**src/rtl/multicycle_controller.sv**
```systemverilog
`default_nettype none
// ============================================================================
//  Module   : multicycle_controller
//  Purpose  : Moore-style control FSM for a multi-cycle RISC-V datapath with a
//             shared instruction/data memory port and a retired-instr counter.
//  Revision : 1.0  initial release
// ============================================================================
module multicycle_controller (
   input  logic        clk,
   input  logic        reset,
   input  logic [6:0]  op,
   input  logic [2:0]  funct3,
   input  logic        funct7b5,
   input  logic        zero,
   input  logic        mem_ready,
   output logic        PCWrite,
   output logic        AdrSrc,
   output logic        MemWrite,
   output logic        IRWrite,
   output logic [1:0]  ResultSrc,
   output logic [1:0]  ALUSrcA,
   output logic [1:0]  ALUSrcB,
   output logic [1:0]  ImmSrc,
   output logic [2:0]  ALUControl,
   output logic        RegWrite,
   output logic        illegal,
   output logic [31:0] instret
);

   localparam logic [3:0] c_FETCH    = 4'd0;
   localparam logic [3:0] c_DECODE   = 4'd1;
   localparam logic [3:0] c_MEMADR   = 4'd2;
   localparam logic [3:0] c_MEMREAD  = 4'd3;
   localparam logic [3:0] c_MEMWB    = 4'd4;
   localparam logic [3:0] c_MEMWRITE = 4'd5;
   localparam logic [3:0] c_EXECUTER = 4'd6;
   localparam logic [3:0] c_EXECUTEI = 4'd7;
   localparam logic [3:0] c_ALUWB    = 4'd8;
   localparam logic [3:0] c_BEQ      = 4'd9;
   localparam logic [3:0] c_JAL      = 4'd10;
   localparam logic [3:0] c_TRAP     = 4'd11;

   localparam logic [6:0] c_OP_LW  = 7'b0000011;
   localparam logic [6:0] c_OP_SW  = 7'b0100011;
   localparam logic [6:0] c_OP_R   = 7'b0110011;
   localparam logic [6:0] c_OP_I   = 7'b0010011;
   localparam logic [6:0] c_OP_BEQ = 7'b1100011;
   localparam logic [6:0] c_OP_JAL = 7'b1101111;

   localparam logic [1:0] c_ALUOP_ADD   = 2'b00;
   localparam logic [1:0] c_ALUOP_SUB   = 2'b01;
   localparam logic [1:0] c_ALUOP_FUNCT = 2'b10;

   logic [3:0]  r_state;
   logic [3:0]  w_next_state;
   logic [31:0] r_instret;
   logic [1:0]  w_aluop;
   logic [2:0]  w_alu_funct;
   logic        w_pcwrite;
   logic        w_irwrite;
   logic        w_memwrite;
   logic        w_regwrite;
   logic        w_adrsrc;
   logic [1:0]  w_resultsrc;
   logic [1:0]  w_alusrca;
   logic [1:0]  w_alusrcb;
   logic        w_retire;

   // ---------------------------------------------------------------- state
   always_ff @(posedge clk or negedge reset) begin
      if (!reset) begin
         r_state <= c_FETCH;
      end else begin
         r_state <= w_next_state;
      end
   end

   // ----------------------------------------------------------- next state
   always_comb begin
      w_next_state = r_state;
      case (r_state)
         c_FETCH:    w_next_state = mem_ready ? c_DECODE : c_FETCH;
         c_DECODE: begin
            case (op)
               c_OP_LW,
               c_OP_SW:  w_next_state = c_MEMADR;
               c_OP_R:   w_next_state = c_EXECUTER;
               c_OP_I:   w_next_state = c_EXECUTEI;
               c_OP_BEQ: w_next_state = c_BEQ;
               c_OP_JAL: w_next_state = c_JAL;
               default:  w_next_state = c_TRAP;
            endcase
         end
         c_MEMADR:   w_next_state = (op == c_OP_SW) ? c_MEMWRITE : c_MEMREAD;
         c_MEMREAD:  w_next_state = mem_ready ? c_MEMWB : c_MEMREAD;
         c_MEMWRITE: w_next_state = mem_ready ? c_FETCH : c_MEMWRITE;
         c_EXECUTER,
         c_EXECUTEI,
         c_JAL:      w_next_state = c_ALUWB;
         c_MEMWB,
         c_ALUWB,
         c_BEQ:      w_next_state = c_FETCH;
         c_TRAP:     w_next_state = c_TRAP;
         default:    w_next_state = c_FETCH;
      endcase
   end

   // -------------------------------------------------------------- outputs
   always_comb begin
      w_pcwrite   = 1'b0;
      w_irwrite   = 1'b0;
      w_memwrite  = 1'b0;
      w_regwrite  = 1'b0;
      w_adrsrc    = 1'b0;
      w_resultsrc = 2'b00;
      w_alusrca   = 2'b00;
      w_alusrcb   = 2'b00;
      w_aluop     = c_ALUOP_ADD;
      case (r_state)
         c_FETCH: begin
            // PC and IR load only on the cycle the memory delivers the word
            w_irwrite   = mem_ready;
            w_pcwrite   = mem_ready;
            w_alusrcb   = 2'b10;
            w_resultsrc = 2'b10;
         end
         c_DECODE: begin
            w_alusrca = 2'b01;
            w_alusrcb = 2'b01;
         end
         c_MEMADR: begin
            w_alusrca = 2'b10;
            w_alusrcb = 2'b01;
         end
         c_MEMREAD: begin
            w_adrsrc = 1'b1;
         end
         c_MEMWB: begin
            w_resultsrc = 2'b01;
            w_regwrite  = 1'b1;
         end
         c_MEMWRITE: begin
            w_adrsrc   = 1'b1;
            w_memwrite = 1'b1;
         end
         c_EXECUTER: begin
            w_alusrca = 2'b10;
            w_aluop   = c_ALUOP_FUNCT;
         end
         c_EXECUTEI: begin
            w_alusrca = 2'b10;
            w_alusrcb = 2'b01;
            w_aluop   = c_ALUOP_FUNCT;
         end
         c_ALUWB: begin
            w_regwrite = 1'b1;
         end
         c_BEQ: begin
            // target was computed in DECODE and sits in ALUOut
            w_alusrca = 2'b10;
            w_aluop   = c_ALUOP_SUB;
            w_pcwrite = zero;
         end
         c_JAL: begin
            w_alusrca = 2'b01;
            w_alusrcb = 2'b10;
            w_pcwrite = 1'b1;
         end
         default: ;
      endcase
   end

   // ---------------------------------------------------------- ALU decode
   always_comb begin
      w_alu_funct = 3'b000;
      case (funct3)
         3'b000:  w_alu_funct = (op[5] & funct7b5) ? 3'b001 : 3'b000;
         3'b010:  w_alu_funct = 3'b100;
         3'b110:  w_alu_funct = 3'b011;
         3'b111:  w_alu_funct = 3'b010;
         default: w_alu_funct = 3'b000;
      endcase
   end

   always_comb begin
      ALUControl = 3'b000;
      case (w_aluop)
         c_ALUOP_SUB:   ALUControl = 3'b001;
         c_ALUOP_FUNCT: ALUControl = w_alu_funct;
         default:       ALUControl = 3'b000;
      endcase
   end

   always_comb begin
      ImmSrc = 2'b00;
      case (op)
         c_OP_SW:  ImmSrc = 2'b01;
         c_OP_BEQ: ImmSrc = 2'b10;
         c_OP_JAL: ImmSrc = 2'b11;
         default:  ImmSrc = 2'b00;
      endcase
   end

   // ---------------------------------------------------- retire counting
   assign w_retire = (r_state == c_MEMWB) || (r_state == c_ALUWB) ||
                     (r_state == c_BEQ)   || ((r_state == c_MEMWRITE) && mem_ready);

   always_ff @(posedge clk or negedge reset) begin
      if (!reset) begin
         r_instret <= 32'd0;
      end else if (w_retire) begin
         r_instret <= r_instret + 32'd1;
      end
   end

   // Write enables are gated by reset so an in-flight access dies immediately
   assign PCWrite   = w_pcwrite  & reset;
   assign IRWrite   = w_irwrite  & reset;
   assign MemWrite  = w_memwrite & reset;
   assign RegWrite  = w_regwrite & reset;
   assign AdrSrc    = w_adrsrc;
   assign ResultSrc = w_resultsrc;
   assign ALUSrcA   = w_alusrca;
   assign ALUSrcB   = w_alusrcb;
   assign illegal   = (r_state == c_TRAP);
   assign instret   = r_instret;

endmodule
`default_nettype wire

```
**config.mk**
```make
export PLATFORM = sky130hd
export DESIGN_NAME = multicycle_controller
export DESIGN_NICKNAME = d
export VERILOG_FILES = /design/src/rtl/multicycle_controller.sv
export SDC_FILE = /design/constraint.sdc
export NUM_CORES = 1
export LEC_CHECK = 0
export BUFFER_PORTS_ARGS = -buffer_cell sky130_fd_sc_hd__buf_4
export CORE_ASPECT_RATIO = 0.75
export CORE_MARGIN = 2
export CORE_UTILIZATION = 55
export DETAILED_ROUTE_END_ITERATION = 16
export GPL_TIMING_DRIVEN = 0
export PLACE_DENSITY = 0.85
export SYNTH_ARGS = -nofsm -noshare
export SYNTH_HDL_FRONTEND = slang
export SYNTH_SLANG_ARGS = --single-unit
```
**constraint.sdc**
```tcl
create_clock -name clk -period 3.7 [get_ports clk]
set_input_delay 1.11 -clock clk [delete_from_list [all_inputs] [get_ports clk]]
set_output_delay 1.11 -clock clk [all_outputs]
set_load 0.02 [all_outputs]
```
==> impl_metrics.tcl, run 1 <==
set metrics [dict create \
    yosys_warnings 0 \
    rows 19 \
    first_pass_iters 4 \
    vias 1910 \
    cts_buffers 5 \
    syn_to_final_growth_pct 30.87 \
    power.density_mw_per_mm2 548.4 \
    n_antenna_cell 0 \
    max_freq_ghz 0.2895 \
    place.gp.congestion 0.8762 \
    rsz0062_at_grt "false" \
    crit_path_top_delay_cell "dfrtp_1" \
    final_max_slew_viol_count 0 \
    worst-setup-path-type "reg2out" \
    cp_cell_sequence "clkbuf_1 -> clkbuf_2 -> and2_1 -> inv_1 -> ha_1 -> nor4_1 -> buf_4" \
    cts_tree "yes" \
    grtUsageTotal 0.2341 \
    min_path_type "reg2reg" \
    grt.overflow.total 0 \
    power_w 0.001504 \
    final_cells 346 \
    p_leak_nw 1.378 \
    insertion_delay_ns 0.28 \
    worst_ep_arrival_time_ns 2.34 \
    fin_nets 311 \
    cts_buffer_depth 2 \
    cpPeakStageDelay_ns 0.39 \
    syn_nets 241 \
    synthArstFlopShare 1.000 \
    wl_per_cell_um 13.77 \
    viasPerCell 5.520 \
    relSlewSlack 0.6882 \
    grt_pass1_vias 1686 \
    post-route-drc-count 0 \
    dp_hpwl_mm 3.620 \
    finalCritPeriodShare 0.9336 \
    drive_gt1_frac 0.2823 \
    ant_nets 0 \
    io_buffer_count 63 \
    status "finished, final reports clean" \
    synth-edff-count 0 \
    clock-root-buffer "clkbuf_8" \
    netlist_area_mm2 0.002096 \
    worst_ir_drop_vdd_mv 0.4127 \
    die_area_mm2 0.004326 \
    hold_buffers 0 \
    worst_slew_pin_slew_ns 0.4642 \
    crit_required_ns 2.59 \
    synth_seq_cells 36 \
    path_clk_slew_ns 0.07 \
    start_util 0.5725 \
    htreeDepth 2 \
    dp_cells 338 \
    totalWireLength_mm 4.763 \
    boundaryPins 64 \
    postSynthAreaPerCell_um2 9.398 \
    synth_cells 223 \
    finalSetupTns_ns 0 \
    skew_ns 0.005560 \
    grt_pass1_wl_mm 7.776 \
    cts_resized 0 \
    cp_max_fo 10 \
    post_cts_buffers 0 \
    drt-initial-drc-count 115 \
    dieHeight_um 57.46 \
    final_cell_mix "buf_4, dfrtp_1, xnor2_1" \
    antenna_found_initial 0 \
    synthFlopType "dfrtp_1" \
    finalSetupViolations 0 \
    grt_max_degree 41 \
    yosysSeqAreaShare 0.4299 \
    clock-sinks 36 \
    die_w_um 75.28 \
    coreArea_mm2 0.003661 \
    critPathLaunchType "flop" \
    ys_types 42 \
    finalCriticalPeriod_ns 3.454 \
    cp-end-kind "output port" \
    max_cap_viol_count 0 \
    mostFrequentLayoutCell "buf_4" \
    hold_viol 0 \
]
## cells by family (layout without fill, tap and decap cells)
| kind of cell | after synthesis | after routing | share of synthesized area |
|---|---|---|---|
| fa+ha+maj | 3 | 3 | 0.01791 |
| compound gates | 21 | 21 | 0.06568 |
| simple gates | 112 | 112 | 0.3122 |
| mux | 1 | 1 | 0.005373 |
| buf+inv | 17 | 88 | 0.03104 |
| flops | 36 | 36 | 0.4298 |
| xor+xnor | 33 | 33 | 0.1379 |
## routing by layer
layer | wire (um) | vias to the layer above | track usage | part of all wire
li1 | - | 926 | - | -
met1 | 2298 | 915 | 0.3478 | 0.48
met2 | 2177 | 65 | 0.3528 | 0.46
met3 | 256 | 4 | 0.05300 | 0.054
met4 | 30 | 0 | 0.05013 | 0.0063
met5 | 0 | - | 0 | 0
## cell type report
type                       count  area (um^2)
buffer                         7        28.78
clock buffer                   6        72.57
clock inverter                 2        35.03
fill                         282        918.4
inverter                      10        37.54
multi-input combinational    170         1130
sequential                    36        900.9
tap                           52        65.06
timing repair buffer          63        473.0
## power breakdown
group | switching, W | internal (W) | leakage [nW] | total, W
Clock | 0.000131 | 0.000200 | 0.0552 | 0.000331
Sequential | 0.0000591 | 0.000442 | 0.483 | 0.000501
Combinational | 0.000395 | 0.000278 | 0.840 | 0.000673
Total | 0.000585 | 0.000919 | 1.38 | 0.00150
## metrics by stage
| stage | area, um^2 | util | hold WS (ns) | worst slack, ns |
|---|---|---|---|---|
| 2_1_floorplan | 2096 | - | 0.5818 | 0.4757 |
| 3_3_place_gp | 2634 | 0.7194 | 0.4612 | 0.4753 |
| 3_5_place_dp | 2634 | 0.7194 | 0.4654 | 0.4050 |
| 4_1_cts | 2741 | 0.7488 | 0.4791 | 0.09635 |
| 5_1_grt | 2743 | 0.7491 | 0.4855 | 0.03685 |
| 6_report | 2743 | 0.7491 | 0.4778 | 0.2457 |
## cells in the mapped netlist (4+ instances only)
| cell | number | area share |
|---|---|---|
| nor2b_1 | 4 | 0.012 |
| clkbuf_1 | 5 | 0.0090 |
| nand3_1 | 13 | 0.031 |
| nand2_1 | 19 | 0.034 |
| nor2_1 | 18 | 0.032 |
| nor3_1 | 7 | 0.017 |
| o21ai_0 | 4 | 0.0096 |
| inv_1 | 10 | 0.018 |
| xnor2_1 | 20 | 0.084 |
| a21oi_1 | 6 | 0.014 |
| and3_1 | 9 | 0.027 |
| dfrtp_1 | 36 | 0.43 |
| and4_1 | 4 | 0.017 |
| nand2b_1 | 5 | 0.015 |
| xor2_1 | 13 | 0.054 |
| nand4_1 | 11 | 0.033 |
## registers in the layout, indices dropped and copies added, names as in the netlist
signal	flops
instret	32
r_state	4
## critical path: cells and delay by family, from the launching register on
kind / cells / cell delay (ns)
DFF: 1 / 0.39
adders and majority gates: 1 / 0.29
buffers and inverters: 4 / 0.95
and+or+nand+nor: 2 / 0.43
## path summary, 6_finish.rpt
path,startpoint,to,slack (ns),depth (start not counted)
max,r_state[1],ALUControl[2],0.25,7
max in group asynchronous,reset,instret[7],2.59,1
min in group asynchronous,reset,r_state[2],0.78,1
min,instret[31],instret[31],0.48,1
min reg2reg,instret[31],instret[31],0.48,1
max reg2reg,r_state[3],instret[31],1.86,6
Power figures use the tool's default switching activity.
==> inputs of run 2 (changes only) <==
--- a/config.mk
+++ b/config.mk
@@ -11,7 +11,9 @@
 export CORE_UTILIZATION = 55
 export DETAILED_ROUTE_END_ITERATION = 16
 export GPL_TIMING_DRIVEN = 0
+export MAX_ROUTING_LAYER = met4
 export PLACE_DENSITY = 0.85
+export SLEW_MARGIN = 25
 export SYNTH_ARGS = -nofsm -noshare
 export SYNTH_HDL_FRONTEND = slang
 export SYNTH_SLANG_ARGS = --single-unit
==> run 2 against run 1 <==
Effect of this change:
- sequential share of layout area unchanged
- non-clock buffer count unchanged
- wire length up 0.36%
- register-to-register slack barely moved
- critical endpoint unchanged
==> impl_metrics.tcl, run 2 (synthesis gave the netlist of run 1 again) <==
set metrics [dict create \
    coreArea_mm2 0.003661 \
    clock-sinks 36 \
    swShare 0.3898 \
    whs_path_depth 1 \
    critPathTopFamily "buffers and inverters" \
    dp_cells 338 \
    cts_buffer_depth 2 \
    cts_tree "yes" \
    finalCritPeriodShare 0.9369 \
    crit_required_ns 2.59 \
    hp-start "instret[31]" \
    wl_per_cell_um 13.82 \
    worst_slew_pin_slew_ns 0.4727 \
    rows 19 \
    p_leak_nw 1.378 \
    worst_ir_drop_vdd_mv 0.4127 \
    cpPeakStageDelay_ns 0.40 \
    critPathLaunchType "flop" \
    path_clk_slew_ns 0.07 \
    grt_max_degree 41 \
    die_w_um 75.28 \
    syn_to_final_growth_pct 30.87 \
    r2r-start "instret[7]" \
    dieHeight_um 57.46 \
    num-fill-cells 282 \
    place_ws_ns 0.4050 \
    seqCellArea_um2 900.9 \
    switchingPower_w 0.0005870 \
    cp_num_buf_inv 4 \
    mostFrequentLayoutCell "buf_4" \
    largest_register_ffs 32 \
    cp_cell_sequence "clkbuf_1 -> clkbuf_2 -> and2_1 -> inv_1 -> ha_1 -> nor4_1 -> buf_4" \
    skew_ns 0.005473 \
    worst-setup-path-type "reg2out" \
    final_cell_mix "buf_4, dfrtp_1, xnor2_1" \
    fin_nets 311 \
    die_area_mm2 0.004326 \
    n_antenna_cell 0 \
    grt_pass1_vias 1687 \
    internal_power_w 0.0009189 \
    boundaryPins 64 \
    max_freq_ghz 0.2885 \
    pwr-share-seq 0.333 \
    finalSetupTns_ns 0 \
    start_util 0.5725 \
    viasPerCell 5.503 \
    r2r_cells 5 \
    status "finished, final reports clean" \
    p_comb_frac 0.448 \
    cp-end-kind "output port" \
    reg2reg_slack_ns 1.86 \
    reg2reg_to "instret[22]" \
    antenna_found_initial 0 \
    totalWireLength_mm 4.780 \
    final_max_slew_viol_count 0 \
    clock-root-buffer "clkbuf_8" \
    grt.overflow.total 0 \
    insertion_delay_ns 0.28 \
    relSlewSlack 0.6825 \
    final_cells 346 \
    clockPowerShare 0.220 \
    crit_path_top_delay_cell "clkbuf_1" \
    grt_pass1_wl_mm 7.769 \
    power.density_mw_per_mm2 549.1 \
    first_pass_iters 4 \
    min_path_type "reg2reg" \
    place.gp.congestion 0.8907 \
    ant_nets 0 \
    io_buffer_count 63 \
    rsz0062_at_grt "false" \
    cp_max_fo 10 \
    finalSetupViolations 0 \
    htreeDepth 2 \
    post-route-drc-count 0 \
    hold_buffers 0 \
    worst_ep_arrival_time_ns 2.36 \
    hold_viol 0 \
    multiInputGateArea_mm2 0.001130 \
    finalCriticalPeriod_ns 3.466 \
    worstHoldEndpoint "instret[31]" \
    drive_gt1_frac 0.2823 \
    max_cap_viol_count 0 \
    vias 1904 \
    drt-initial-drc-count 117 \
    grtUsageTotal 0.2413 \
    setup_slack_ns 0.2335 \
    cts_buffers 5 \
    dp_hpwl_mm 3.620 \
]
run 2: cell counts in the layout (fill, tap and decap cells not counted):
No cell type changed its count.
run 2: worst reg2reg max path, cell delays in order (launching register included):
cell	delay [ns]
dfrtp_1	0.48
nand4_1	0.27
nor3_4	0.39
nand4_2	0.26
nor3_2	0.21
xor2_1	0.17
run 2: per-layer routing:
metal  global-route usage  wire [um]
met5                    -          0
met4              0.05013         33
met3              0.05300        251
met2               0.3540       2177
met1               0.3467       2318
run 2: final cells by class:
| class | instances | area share |
|---|---|---|
| Buffer | 7 | 0.01049 |
| Clock buffer | 6 | 0.02646 |
| Clock inverter | 2 | 0.01277 |
| Inverter | 10 | 0.01369 |
| Multi-Input combinational cell | 170 | 0.4120 |
| Sequential cell | 36 | 0.3285 |
| Tap cell | 52 | 0.02372 |
| Timing Repair Buffer | 63 | 0.1724 |
run 2: power groups by stage:
stage	Sequential, W	Combinational [W]	Clock [W]
2_1_floorplan	0.000526	0.000415	0
5_1_grt	0.000507	0.000730	0.000357
4_1_cts	0.000500	0.000670	0.000335
3_5_place_dp	0.000506	0.000667	0
6_report	0.000501	0.000674	0.000331
3_3_place_gp	0.000505	0.000653	0
run 2: how the worst max path moves through the flow:
stage          cells after the start        from             to
5_1_grt                            7  r_state[1]  ALUControl[2]
6_report                           7  r_state[1]  ALUControl[2]
3_5_place_dp                       7  r_state[1]  ALUControl[2]
4_1_cts                            7  r_state[1]  ALUControl[2]
2_1_floorplan                      6  r_state[1]  ALUControl[2]
3_3_place_gp                       7  r_state[1]  ALUControl[2]
run 2: what timing repair did:
| action | 4_1_cts | 5_1_grt |
|---|---|---|
| buffers inserted | 0 | 0 |
| resized for setup | 0 | 2 |
| endpoints found under the setup margin | 0 | 1 |
run 2: metrics by stage:
stage / power (W) / instance area [um^2] / hold slack [ns] / utilization
2_1_floorplan: 0.0009418 / 2096 / 0.5818 / -
3_3_place_gp: 0.001158 / 2634 / 0.4612 / 0.7194
3_5_place_dp: 0.001173 / 2634 / 0.4654 / 0.7194
4_1_cts: 0.001504 / 2741 / 0.4791 / 0.7488
5_1_grt: 0.001594 / 2743 / 0.4855 / 0.7491
6_report: 0.001506 / 2743 / 0.4778 / 0.7491
==> inputs of run 3 (changes only) <==
--- a/config.mk
+++ b/config.mk
@@ -13,7 +13,8 @@
 export GPL_TIMING_DRIVEN = 0
 export MAX_ROUTING_LAYER = met4
 export PLACE_DENSITY = 0.85
-export SLEW_MARGIN = 25
+export REMOVE_ABC_BUFFERS = 1
+export SLEW_MARGIN = 20
 export SYNTH_ARGS = -nofsm -noshare
 export SYNTH_HDL_FRONTEND = slang
 export SYNTH_SLANG_ARGS = --single-unit
==> run 3 against run 2 <==
Effect of this change:
- register-to-register slack got worse by 0.19 ns
- non-clock buffer count down 7
- via count decreased by 3.9%
- combinational power fell by 14%
- die area is the same
- sequential share of layout area increased by 0.49 points
- largest power group unchanged
==> impl_metrics.tcl, run 3 (synthesis gave the netlist of run 1 again) <==
set metrics [dict create \
    grt_pass1_vias 1653 \
    clockPowerShare 0.203 \
    antenna_found_initial 0 \
    boundaryPins 64 \
    max_cap_viol_count 0 \
    post_cts_buffers 0 \
    die_area_mm2 0.004326 \
    path_clk_slew_ns 0.07 \
    utilization 0.7382 \
    io_buffer_count 63 \
    switchingPower_w 0.0005640 \
    coreArea_mm2 0.003661 \
    critPathLaunchType "flop" \
    crit_required_ns 2.59 \
    min_path_type "reg2reg" \
    pwr-share-seq 0.394 \
    finalCritPeriodShare 0.9146 \
    max_freq_ghz 0.2955 \
    cts_tree "yes" \
    drive_gt1_frac 0.2832 \
    place.gp.congestion 0.8305 \
    swShare 0.3935 \
    final_max_slew_viol_count 0 \
    finalSetupViolations 0 \
    first_pass_iters 4 \
    rsz0062_at_grt "false" \
    cp_max_fo 15 \
    relSlewSlack 0.5607 \
    grt.overflow.total 0 \
    drt-initial-drc-count 103 \
    place_ws_ns 0.6430 \
    finalCriticalPeriod_ns 3.384 \
    hold_viol 0 \
    vias 1829 \
    cp-end-kind "output port" \
    mostFrequentLayoutCell "buf_4" \
    start_util 0.5725 \
    syn_to_final_growth_pct 28.96 \
    grt_max_degree 41 \
    cts_buffers 5 \
    internal_power_w 0.0008693 \
    hold_buffers 0 \
    dp_hpwl_mm 3.480 \
    insertion_delay_ns 0.28 \
    rows 19 \
    post-route-drc-count 0 \
    cts_resized 0 \
    worst_ep_arrival_time_ns 2.27 \
    wl_per_cell_um 13.66 \
    n_antenna_cell 0 \
    grt_pass1_wl_mm 7.624 \
    totalWireLength_mm 4.618 \
    p_leak_nw 1.359 \
    p_comb_frac 0.403 \
    grtUsageTotal 0.2376 \
    power.density_mw_per_mm2 530.3 \
    worst_slew_pin_slew_ns 0.6590 \
    clock-sinks 36 \
    worst_ir_drop_vdd_mv 0.4685 \
    power_w 0.001433 \
    clock-root-buffer "clkbuf_8" \
    final_cell_mix "buf_4, dfrtp_1, xnor2_1" \
    worst-setup-path-type "reg2out" \
    die_w_um 75.28 \
    htreeDepth 2 \
    viasPerCell 5.411 \
    skew_ns 0.005955 \
    largest_register_ffs 32 \
    status "finished, final reports clean" \
    holdWs_ns 0.4765 \
    setup_slack_ns 0.3160 \
    cts_buffer_depth 2 \
    dieHeight_um 57.46 \
    fin_nets 304 \
    ant_nets 0 \
    finalSetupTns_ns 0 \
]
==> run 3: per-stage QoR <==
stage,cells,instance area [um^2]
6_report,338,2703
5_1_grt,338,2703
4_1_cts,338,2703
3_5_place_dp,331,2606
3_3_place_gp,331,2606
2_1_floorplan,216,2068
==> run 3: worst paths after layout <==
path	slack, ns	from	depth (start not counted)	end
setup reg to reg	1.67	r_state[2]	5	instret[27]
min in group asynchronous	0.79	reset	1	instret[9]
hold / removal	0.48	instret[31]	1	instret[31]
hold reg to reg	0.48	instret[31]	1	instret[31]
max in group asynchronous	2.59	reset	1	instret[30]
setup / recovery	0.32	r_state[0]	7	ALUControl[2]
==> run 3: area by class of cell <==
class / count / area (um^2)
multi-input combinational: 170 / 1130
fill: 291 / 958.4
sequential: 36 / 900.9
timing repair buffer: 63 / 473.0
clock buffer: 7 / 96.34
tap: 52 / 65.06
inverter: 10 / 37.54
==> run 3: power groups by stage <==
stage,Sequential [W],Clock (W),Combinational [W]
detailed placement,0.000570,0,0.000578
floorplan,0.000575,0,0.000349
global placement,0.000567,0,0.000572
CTS,0.000563,0.000297,0.000580
global route,0.000582,0.000320,0.000635
finish,0.000564,0.000291,0.000578
==> run 3: routing by layer <==
metal,routed length [um],global-route usage,vias to the layer above,share of wire
li1,-,-,913,-
met1,2182,0.3473,869,0.47
met2,2154,0.3242,41,0.47
met3,216,0.04947,6,0.047
met4,65,0.08772,0,0.014
met5,0,-,-,0
==> run 3: critical path, cell delays in order (launching register included) <==
cell and delay (ns):
dfrtp_1 0.61, inv_1 0.20, nor2_1 0.30, nand2_1 0.14
inv_1 0.08, ha_1 0.24, nor4_1 0.23, buf_4 0.18
